`src/rtl/survivor_regex.sv`:
```
// rtl/survivor_regex.sv - register-exchange survivor path memory for a 4-state Viterbi decoder
//
// Purpose:
//   Holds one survivor sequence per trellis state and exchanges them in parallel
//   on every trellis step, using the ACS decision bits to choose each state's
//   predecessor. Once DEPTH steps have been seen, it emits one decoded bit per
//   step. The bit is taken from the oldest position of the best state's survivor.
//
// Ports:
//   clk         in   rising-edge clock, at most one trellis step per cycle
//   reset       in   synchronous active-high reset
//   clear       in   synchronous frame restart, same effect as reset
//   in_valid    in   dec_in / best_state carry a trellis step this cycle
//   dec_in      in   [3:0] ACS decision per state (predecessor select)
//   best_state  in   [1:0] min-metric state after this step
//   out_valid   out  one-cycle pulse, out_bit is valid
//   out_bit     out  decoded information bit
//   filled      out  survivor window full, steady-state decoding
module survivor_regex #(
  parameter int DEPTH = 8
) (
  input  logic       clk,
  input  logic       reset,
  input  logic       clear,
  input  logic       in_valid,
  input  logic [3:0] dec_in,
  input  logic [1:0] best_state,
  output logic       out_valid,
  output logic       out_bit,
  output logic       filled
);

  localparam int CW = $clog2(DEPTH + 1);
  localparam logic [CW:0] DEPTH_W = (CW + 1)'(DEPTH);

  // The oldest survivor bit only ever feeds out_bit in the same step, so only
  // DEPTH-1 bits of history are kept. The full DEPTH-bit word exists in nsurv.
  logic [DEPTH-2:0] surv  [4];
  logic [DEPTH-1:0] nsurv [4];

  logic [CW-1:0] fill_cnt;
  logic [CW:0]   fill_inc;
  logic [CW-1:0] fill_nxt;
  logic          last_step;

  // Parallel exchange: each state takes its predecessor's pre-update history
  // and appends the bit implied by entering this state (state MSB).
  for (genvar g = 0; g < 4; g++) begin : g_exch
    localparam logic [1:0] N = 2'(g);
    logic [1:0] pred;
    assign pred     = {N[0], dec_in[g]};
    assign nsurv[g] = {surv[pred], N[1]};
  end

  always_comb begin
    fill_inc  = {1'b0, fill_cnt} + 1'b1;
    last_step = (fill_inc >= DEPTH_W);
    fill_nxt  = fill_cnt;
    if ({1'b0, fill_cnt} < DEPTH_W) begin
      fill_nxt = fill_inc[CW-1:0];
    end
  end

  always_ff @(posedge clk) begin
    if (reset || clear) begin
      for (int n = 0; n < 4; n++) begin
        surv[n] <= '0;
      end
      fill_cnt  <= '0;
      out_valid <= 1'b0;
      out_bit   <= 1'b0;
      filled    <= 1'b0;
    end else if (in_valid) begin
      for (int n = 0; n < 4; n++) begin
        surv[n] <= nsurv[n][DEPTH-2:0];
      end
      fill_cnt  <= fill_nxt;
      filled    <= ({1'b0, fill_nxt} == DEPTH_W);
      out_bit   <= nsurv[best_state][DEPTH-1];
      out_valid <= last_step;
    end else begin
      // best_state is not looked at here, so an X on it while idle stays out.
      out_valid <= 1'b0;
    end
  end

endmodule

```
`config.mk`:
```
export PLATFORM = sky130hd
export DESIGN_NAME = survivor_regex
export DESIGN_NICKNAME = d
export VERILOG_FILES = /design/src/rtl/survivor_regex.sv
export SDC_FILE = /design/constraint.sdc
export NUM_CORES = 1
export LEC_CHECK = 0
export CAP_MARGIN = 0
export CELL_PAD_IN_SITES_DETAIL_PLACEMENT = 1
export CELL_PAD_IN_SITES_GLOBAL_PLACEMENT = 2
export CORE_MARGIN = 5
export CORE_UTILIZATION = 41
export DETAILED_ROUTE_END_ITERATION = 10
export PLACE_DENSITY_LB_ADDON = 0.1
export SETUP_SLACK_MARGIN = 0.02
export SYNTH_ARGS = -nofsm -noshare
export SYNTH_HDL_FRONTEND = slang
export SYNTH_SLANG_ARGS = --single-unit
```
`constraint.sdc`:
```
create_clock -name clk -period 4.4 [get_ports clk]
set_clock_uncertainty 0.05 [all_clocks]
set_input_delay 0.88 -clock clk [delete_from_list [all_inputs] [get_ports clk]]
set_output_delay 0.88 -clock clk [all_outputs]
set_load 0.02 [all_outputs]
```
======== Word-level counts from Yosys, hierarchy flattened ========
Memory sizes are Yosys's and may differ from the RTL's.
Cells that the tools add are included.
word-level totals
  register bits after elaboration ......... 7
  RAM bits ................................ 28
  bits of input ports ..................... 10
  output and inout bits ................... 3
  word-level logic and storage cells ...... 31
  memories kept ........................... 1
cells by class
  $add $sub $neg .......................... 1
  magnitude comparators ................... 3
  equality and inequality tests ........... 1
  mux-type cells .......................... 13
  bitwise logic cells ..................... 6
  reductions and logical operators ........ 2
memory list
  memory  words  bits a word  rd ports  clocked after Yosys merged registers in  wr ports  RTL line  RTL
  surv    4      7            4         0                                        4         38        logic [DEPTH-2:0] surv [4];
operators with widths
  cell                                                                number
  2-to-1 mux 7 bit                                                    4
  binary-select mux 8 bit (select 2 bit)                              1
  2-to-1 mux 8 bit                                                    2
  adder 4 x 1 -> 5 bit (second input constant)                        1
  greater-or-equal comparator 5 x 4 -> 1 bit (second input constant)  1
  2-to-1 mux 1 bit                                                    5
  equality test 4 bit (second input constant)                         1
  less-than comparator 4 bit (second input constant)                  1
  2-to-1 mux 4 bit                                                    1
  OR 1 bit                                                            4
  greater-or-equal comparator 3 bit (second input constant)           1
  inverter 2 -> 3 bit                                                 1
  OR reduction 2 bit                                                  1
  logical OR 1 bit                                                    1
  inverter 1 bit                                                      1

======== Logic depth before layout (Yosys ltp) ========
Gate-level depths: netlist of the first run.
  word-level depth ........................ 4
  gate-level depth with buffers ........... 5

======== Least setup slack after synthesis of the first run ========
No wires, ideal clock.
  kind .................................... in2reg
  start point ............................. in in_valid
  end point ............................... mem surv[0][2] (netlist name), enable pin
  library setup time ...................... 0.368 ns
  arrival ................................. 1.689 ns
  data required time ...................... 3.982 ns
  setup slack ............................. 2.293 ns
  stages on the path ...................... 2
  path buffers ............................ 1
  path through ............................ clkbuf_2 -> or3_1
RTL lines
  element          RTL line  RTL
  start, declared  25        input logic in_valid,
  end, declared    38

==> flow_summary.yaml, run 1 <==
route:
  first_iter_violations: 42
  wl_mm: 2.70
  top_layer: "met4"
  vias_per_cell: 4.94
  drc_errors: 0
  dr.pass1.iters: 4
  vias: 870
  met1_length_mm: 1.25
  avgRoutedWirePerCell_um: 15.3
  wl_met2_mm: 1.28
  antenna_left: 0
  wl_met3_um: 134
global_route:
  antenna_found_initial: 0
  grt_max_degree: 24
  grt_overflow_total: 0
  grt_pass1_vias: 943
  grt_pass1_wl_mm: 4.51
  grt_usage: 0.124
timing:
  setup_viol: 0
  period_share: 0.555
  hold_ws_ns: 0.430
  tns_ns: 0
  slew_viol_final: 0
  period_needed_ns: 2.44
  worst_slew_pin_slew_ns: 0.966
  setup_ws_ns: 1.96
  relSlewSlack: 0.356
  grt_setup_unrepaired: "no"
  max_freq_mhz: 410
  hold_viol_final: 0
synthesis:
  yosysWarnings: 0
  synth_edf_count: 23
  ys_top_cells_by_count: "28 x nor2_1, 23 x edfxtp_1, 23 x mux2i_1"
  yosys-top-cells-area: "edfxtp_1 48%, mux2i_1 16%, dfxtp_1 11%"
  ys_ff_latch: 31
  synth_flop_cell: "edfxtp_1"
  synth_fp_nets: 131
  avgSynthCellArea_um2: 12.3
  ys_seq_area_frac: 0.585
  yosys.cell_count.top_type: "nor2_1"
  synth.distinct_cells: 28
  synth_top_area_share: 0.475
  post-synth-top-area-cell: "edfxtp_1"
  synth_area_mm2: 0.00145
  syn-instance-count: 118
  async_flop_share: 0
critical_path:
  path_class: "in -> reg"
  start_kind: "primary input"
  r2r_slack_ns: 3.04
  cp.arrival_ns: 2.48
  reg2reg_to: "filled"
  critPathCaptureType: "register"
  ff2ff_path_depth: 5
  timing.rr.start: "fill_cnt[0]"
  crit_required_ns: 4.44
  critPathMaxFanout: 21
cts:
  cts_buffer_depth: 2
  holdBufCountCts: 0
  clkSinkCount: 31
  clock_latency_ns: 0.33
  clockRootBuffer: "clkbuf_4"
  numCtsBuffers: 5
  clkTransAtPathRegs_ns: 0.10
  post_cts_resized: 0
  htreeDepth: 2
  cts_setup_buffers: 0
  cts_tree: "built"
cells_and_area:
  final_area_mm2: 0.00162
  nets: 142
  diodes: 0
  area_growth_pct: 11.4
  drive_gt1_frac: 0.0769
power_and_ir_drop:
  p_clk_frac: 0.296
  pwr-share-seq: 0.622
  ir_drop_mv: 0.177
  switching_power_uw: 124
  internal_power_uw: 408
  comb_power_share: 0.083
  p_sw_frac: 0.234
  p_total_uw: 532
  p_leak_nw: 0.656
  cellPowerDensity_mw_per_mm2: 328
floorplan:
  die_w_um: 69.6
  start_util: 0.429
  dieArea_mm2: 0.00484
  ioPinCount: 13
  num_rows: 21
  core-area_mm2: 0.00339
  die_y_um: 69.6
job:
  drv_cap: 0
place:
  hpwl_mm: 1.92
  port_buffers: 12
  placed_area_mm2: 0.00157
  gp_congestion: 0.715
  dp_slack_ns: 1.58
status:
  status: "finished clean"
hold_path:
  hold_path_depth: 2
  hp-class: "reg -> reg"
  worstHoldStart: "filled"
  holdPathEnd: "filled"
-- worst max-delay path, cell delays in order --
cell and delay, ns:
clkdlybuf4s50_1 0.54, nand2_1 0.60, inv_1 0.20, and3_2 0.26
-- cells by family after synthesis --
logic type      count (synthesis)  synth area share
simple gates                   42             0.133
flops                          31             0.585
mux                            24             0.166
compound gates                  5            0.0250
buf+inv                        10            0.0473
xor+xnor                        3            0.0181
fa+ha+maj                       3            0.0258
-- flip-flops by register name (all words and copies together), names as in the netlist --
| name | cells |
|---|---|
| out_bit | 1 |
| fill_cnt | 4 |
| surv | 24 |
| filled | 1 |
| out_valid | 1 |
-- how the worst max path moves through the flow --
stage	startpoint	to	slack [ns]	cells past startpoint
after floorplan	in_valid	surv[0][2]	2.29	2
after global placement	in_valid	surv[3][2]	1.67	4
after detailed placement	in_valid	surv[3][2]	1.58	4
after CTS	in_valid	surv[3][2]	1.94	4
after global routing	in_valid	surv[3][2]	1.80	4
final	in_valid	surv[3][2]	1.96	4
-- final cells by class --
type | instances | area, um2
fill | 365 | 1770
sequential | 31 | 851
multi-input combinational | 77 | 534
timing repair buffer | 12 | 120
tap | 46 | 57.6
clock buffer | 7 | 45.0
inverter | 2 | 7.51
clock inverter | 1 | 5.00
-- power by group through the flow --
stage	sequential, mW	combinational (mW)	clock [mW]
2_1_floorplan	0.335	0.0328	0
3_5_place_dp	0.338	0.0449	0
3_3_place_gp	0.337	0.0437	0
6_report	0.331	0.0440	0.157
5_1_grt	0.332	0.0493	0.178
4_1_cts	0.331	0.0452	0.160
-- through the flow --
stage                     std cells  utilization
after floorplan                 118            -
after global placement          168        0.463
after detailed placement        168        0.463
after CTS                       176        0.478
after global routing            176        0.478
final                           176        0.478
-- layer usage --
metal / vias up / GRT usage
met5: - / 0
met4: 0 / 0.0586
met3: 4 / 0.0594
met2: 17 / 0.197
met1: 412 / 0.140
li1: 437 / -
-- layout by cell type (no fill, tap or decap), drive strengths merged, types with 2 or more instances in the layout --
cell type,Yosys,final
xnor2,2,2
clkbuf,4,7
clkdlybuf4s50,0,12
and3,4,4
edfxtp,23,23
mux2i,23,23
nor2,28,28
nand2,2,2
inv,2,2
dfxtp,8,8
ha,3,3
Note: power is estimated with default switching activity, not from simulation.
==> inputs of run 2 (changes only) <==
Settings changed: CORE_UTILIZATION 41 to 38.
Clock period 4.4 ns to 2.5 ns, I/O delays scaled along.
==> run 2 against run 1 <==
Critical endpoint is now out_bit; first-iteration DRC count fell by 26%; non-clock buffer count rose by 5; largest power group unchanged; sequential cell count did not move.
==> flow_summary.yaml, run 2 (synthesized netlist as in run 1, its figures left out) <==
status:
  status: "finished clean"
timing:
  max_freq_mhz: 558
  worst_slew_pin_slew_ns: 0.330
  relSlewSlack: 0.780
  slew_viol_final: 0
  hold_ws_ns: 0.432
  hold_viol_final: 0
  period_share: 0.717
  grt_setup_unrepaired: "no"
  period_needed_ns: 1.79
  setup_viol: 0
  setup_ws_ns: 0.708
  tns_ns: 0
cells_and_area:
  nets: 147
  multi_input_area_um2: 534
  largest_register_ffs: 24
  fill_cells: 400
  fin_cells: 183
  area_growth_pct: 18.8
  largestRegisters: "surv: 24 flops, fill_cnt: 4 flops"
  register_area_um2: 851
  final_common_cell: "nor2_1"
  diodes: 0
  final_cell_mix: "28 x nor2_1, 23 x mux2i_1, 23 x edfxtp_1"
  top_register: "surv"
  drive_gt1_frac: 0.126
power_and_ir_drop:
  comb_power_share: 0.071
  p_clk_frac: 0.431
  p_sw_frac: 0.200
  switching_power_uw: 234
  internal_power_uw: 935
  pwr-share-seq: 0.498
  p_leak_nw: 0.711
  ir_drop_mv: 0.358
  p_total_mw: 1.17
  cellPowerDensity_mw_per_mm2: 677
floorplan:
  core-area_mm2: 0.00369
  die_y_um: 71.9
  die_w_um: 71.9
  dieArea_mm2: 0.00516
  num_rows: 22
  start_util: 0.394
  ioPinCount: 13
global_route:
  grt_pass1_wl_mm: 4.36
  grt_max_degree: 24
  grt_overflow_total: 0
  antenna_found_initial: 0
  grt_usage: 0.114
  grt_pass1_vias: 928
route:
  drc_errors: 0
  avgRoutedWirePerCell_um: 14.7
  antenna_left: 0
  first_iter_violations: 31
  vias: 895
  vias_per_cell: 4.89
  wl_mm: 2.69
  dr.pass1.iters: 4
critical_path:
  critPathCaptureType: "output pin"
  path_class: "reg -> out"
  start_kind: "register"
  crit_required_ns: 1.95
  cp.arrival_ns: 1.24
  path_delay_family: "buffers and inverters"
  crit_path_cell_trace: "clkdlybuf4s50_1"
  timing.rr.start: "fill_cnt[0]"
  crit_slowest_cell: "clkdlybuf4s50_1"
  cp.buffers_inverters: 1
  crit_path_start: "out_bit"
  critical-path-max-stage-delay_ns: 0.61
  critPathMaxFanout: 2
cts:
  post_cts_resized: 0
  htreeDepth: 2
  clock_latency_ns: 0.28
  cts_setup_buffers: 0
  clkTransAtPathRegs_ns: 0.07
  cts_tree: "built"
  cts_buffer_depth: 2
  clkSinkCount: 31
  clockRootBuffer: "clkbuf_8"
  holdBufCountCts: 0
  numCtsBuffers: 5
place:
  hpwl_mm: 1.95
  dp_cells: 175
  port_buffers: 12
  dp_slack_ns: 0.478
  gp_congestion: 0.718
job:
  drv_cap: 0
hold_path:
  worstHoldStart: "filled"
  hp-class: "reg -> reg"
run 2: cell count changes in the layout (fill, tap and decap cells not counted):
cell and change:
clkbuf_4 -5, clkbuf_8 +6, buf_4 +5, clkbuf_1 -2
bufinv_16 +1
run 2: path summary, 6_finish.rpt:
check / endpoint / slack (ns) / cells past startpoint
min reg2reg: filled / 0.43 / 2
min: filled / 0.43 / 2
max reg2reg: filled / 1.21 / 5
max: out_bit / 0.71 / 1
run 2: tightest hold or removal path: stages, from the launching register on:
cell,delay (ns)
dfxtp_1,0.31
nand2b_1,0.07
a21oi_1,0.06
run 2: through the flow:
step,utilization,cell area [um2]
3_5_place_dp,0.437,1610
3_3_place_gp,0.437,1610
6_report,0.468,1730
4_1_cts,0.468,1730
2_1_floorplan,-,1450
5_1_grt,0.468,1730
run 2: layout make-up:
cell class,instances,area share
well taps,48,0.0348
clock buffers,6,0.0478
multi-input cells,77,0.309
inverters,2,0.00434
repair buffers,17,0.0912
flip-flops and latches,31,0.492
clock inverters,2,0.0203
run 2: power by group through the flow:
stage	logic, mW	registers (mW)	clock network [mW]
after global placement	0.0822	0.593	0
after CTS	0.0843	0.583	0.517
after global routing	0.0912	0.585	0.543
after floorplan	0.0578	0.590	0
final	0.0825	0.583	0.504
after detailed placement	0.0838	0.594	0
run 2: metal layers:
metal	track usage	part of all wire
met4	0.0501	0.0086
met5	0	0
met3	0.0477	0.054
met2	0.171	0.46
met1	0.144	0.48
==> inputs of run 3 (changes only) <==
Settings changed: CORE_UTILIZATION 38 to 34.
Clock period 2.5 ns to 1.6 ns, I/O delays scaled along.
==> run 3 against run 2 <==
Wire length fell by 0.15%; highest routed layer unchanged; register-to-register slack worse by 0.97 ns; combinational power grew 70%; final area up 0.51%; sequential cell count did not move; sequential share of layout area is 0.25 points lower; critical path type is now in -> reg; hold slack worse by 0.016 ns; largest cell class unchanged; non-clock buffer count rose by 5; die area is 10% higher.
==> flow_summary.yaml, run 3 (synthesized netlist as in run 1, its figures left out) <==
timing:
  hold_viol_final: 0
  period_share: 0.896
  slew_viol_final: 0
  setup_viol: 0
  relSlewSlack: 0.834
  setup_ws_ns: 0.166
  grt_setup_unrepaired: "no"
  period_needed_ns: 1.43
  worst_slew_pin_slew_ns: 0.249
  tns_ns: 0
  max_freq_mhz: 697
cts:
  clockRootBuffer: "clkbuf_8"
  cts_setup_buffers: 0
  numCtsBuffers: 5
  cts_buffer_depth: 2
  holdBufCountCts: 0
  htreeDepth: 2
  clkTransAtPathRegs_ns: 0.06
  clock_latency_ns: 0.28
  cts_tree: "built"
  clkSinkCount: 31
cells_and_area:
  largestRegisters: "surv: 24 flops, fill_cnt: 4 flops"
  largest_register_ffs: 24
  nets: 152
  final_common_cell: "nor2_1"
  final_cell_mix: "28 x nor2_1, 23 x mux2i_1, 23 x edfxtp_1"
  fill_cells: 456
  area_growth_pct: 19.4
  final_area_mm2: 0.00174
  diodes: 0
  top_register: "surv"
  drive_gt1_frac: 0.144
power_and_ir_drop:
  p_leak_nw: 0.735
  cellPowerDensity_mw_per_mm2: 925
  p_total_mw: 1.61
  ir_drop_mv: 0.470
hold_path:
  hp-class: "reg -> reg"
place:
  hpwl_mm: 2.04
  gp_congestion: 0.699
  dp_slack_ns: -0.146
  port_buffers: 12
  placed_area_mm2: 0.00166
route:
  wl_mm: 2.68
  antenna_left: 0
  drc_errors: 0
  vias: 916
  avgRoutedWirePerCell_um: 14.2
  dr.pass1.iters: 4
  first_iter_violations: 31
  vias_per_cell: 4.85
global_route:
  grt_overflow_total: 0
  antenna_found_initial: 0
  grt_pass1_wl_mm: 4.66
  grt_usage: 0.111
  grt_pass1_vias: 1023
  grt_max_degree: 24
critical_path:
  crit_required_ns: 1.58
  critPathCaptureType: "register"
  critPathMaxFanout: 23
  cp.arrival_ns: 1.41
  path_class: "in -> reg"
  start_kind: "primary input"
floorplan:
  num_rows: 23
  die_w_um: 75.4
  dieArea_mm2: 0.00568
  die_y_um: 75.4
  ioPinCount: 13
  start_util: 0.356
  core-area_mm2: 0.00409
status:
  status: "finished clean"
job:
  drv_cap: 0
[run 3: changes by cell type in the layout (fill, tap and decap cells not counted), sizes merged]
| cell | delta |
|---|---|
| clkbuf | -1 |
| dlygate4sd2 | +3 |
| clkinv | +1 |
| buf | +5 |
| clkdlybuf4s50 | -3 |
| bufinv | -1 |
[run 3: per-layer routing]
layer	part of all wire	track usage	vias up
li1	-	-	457
met1	0.45	0.135	437
met2	0.48	0.180	17
met3	0.060	0.0396	5
met4	0.014	0.0408	0
met5	0	0	-
[run 3: power by group]
group / leakage [nW] / switching (mW) / internal [mW] / total (mW)
clock: 0.0414 / 0.269 / 0.289 / 0.557
combinational: 0.361 / 0.0656 / 0.0745 / 0.140
sequential: 0.333 / 0.0178 / 0.892 / 0.909
total: 0.735 / 0.352 / 1.25 / 1.61
[run 3: layout make-up]
class                           instances  area, um2  share of cell area
Clock buffer                            5       68.8              0.0396
Clock inverter                          2       8.76             0.00504
Inverter                                2       7.51             0.00432
Multi-Input combinational cell         77        534               0.308
Sequential cell                        31        851               0.490
Tap cell                               50       62.6              0.0360
Timing Repair Buffer                   22        204               0.117
[run 3: path summary, 6_finish.rpt]
path / depth (start not counted) / slack [ns] / start / end
setup / recovery: 3 / 0.17 / in_valid / surv[3][1]
hold / removal: 2 / 0.42 / filled / filled
setup reg to reg: 5 / 0.24 / fill_cnt[0] / filled
hold reg to reg: 2 / 0.42 / filled / filled
[run 3: metrics by stage]
stage / util / std cells / hold WS, ns
5_1_grt: 0.425 / 189 / 0.439
3_5_place_dp: 0.407 / 182 / 0.417
3_3_place_gp: 0.407 / 182 / 0.403
4_1_cts: 0.425 / 189 / 0.424
6_report: 0.425 / 189 / 0.416
2_1_floorplan: - / 118 / 0.412
[run 3: repair_timing]
action	in CTS	in global routing
hold endpoints to repair	0	0
resized for setup	3	0
setup endpoints to repair	3	0
[run 3: worst max-delay path: stages]
cell	delay [ns]
clkdlybuf4s50_1	0.46
or3_1	0.44
buf_12	0.18
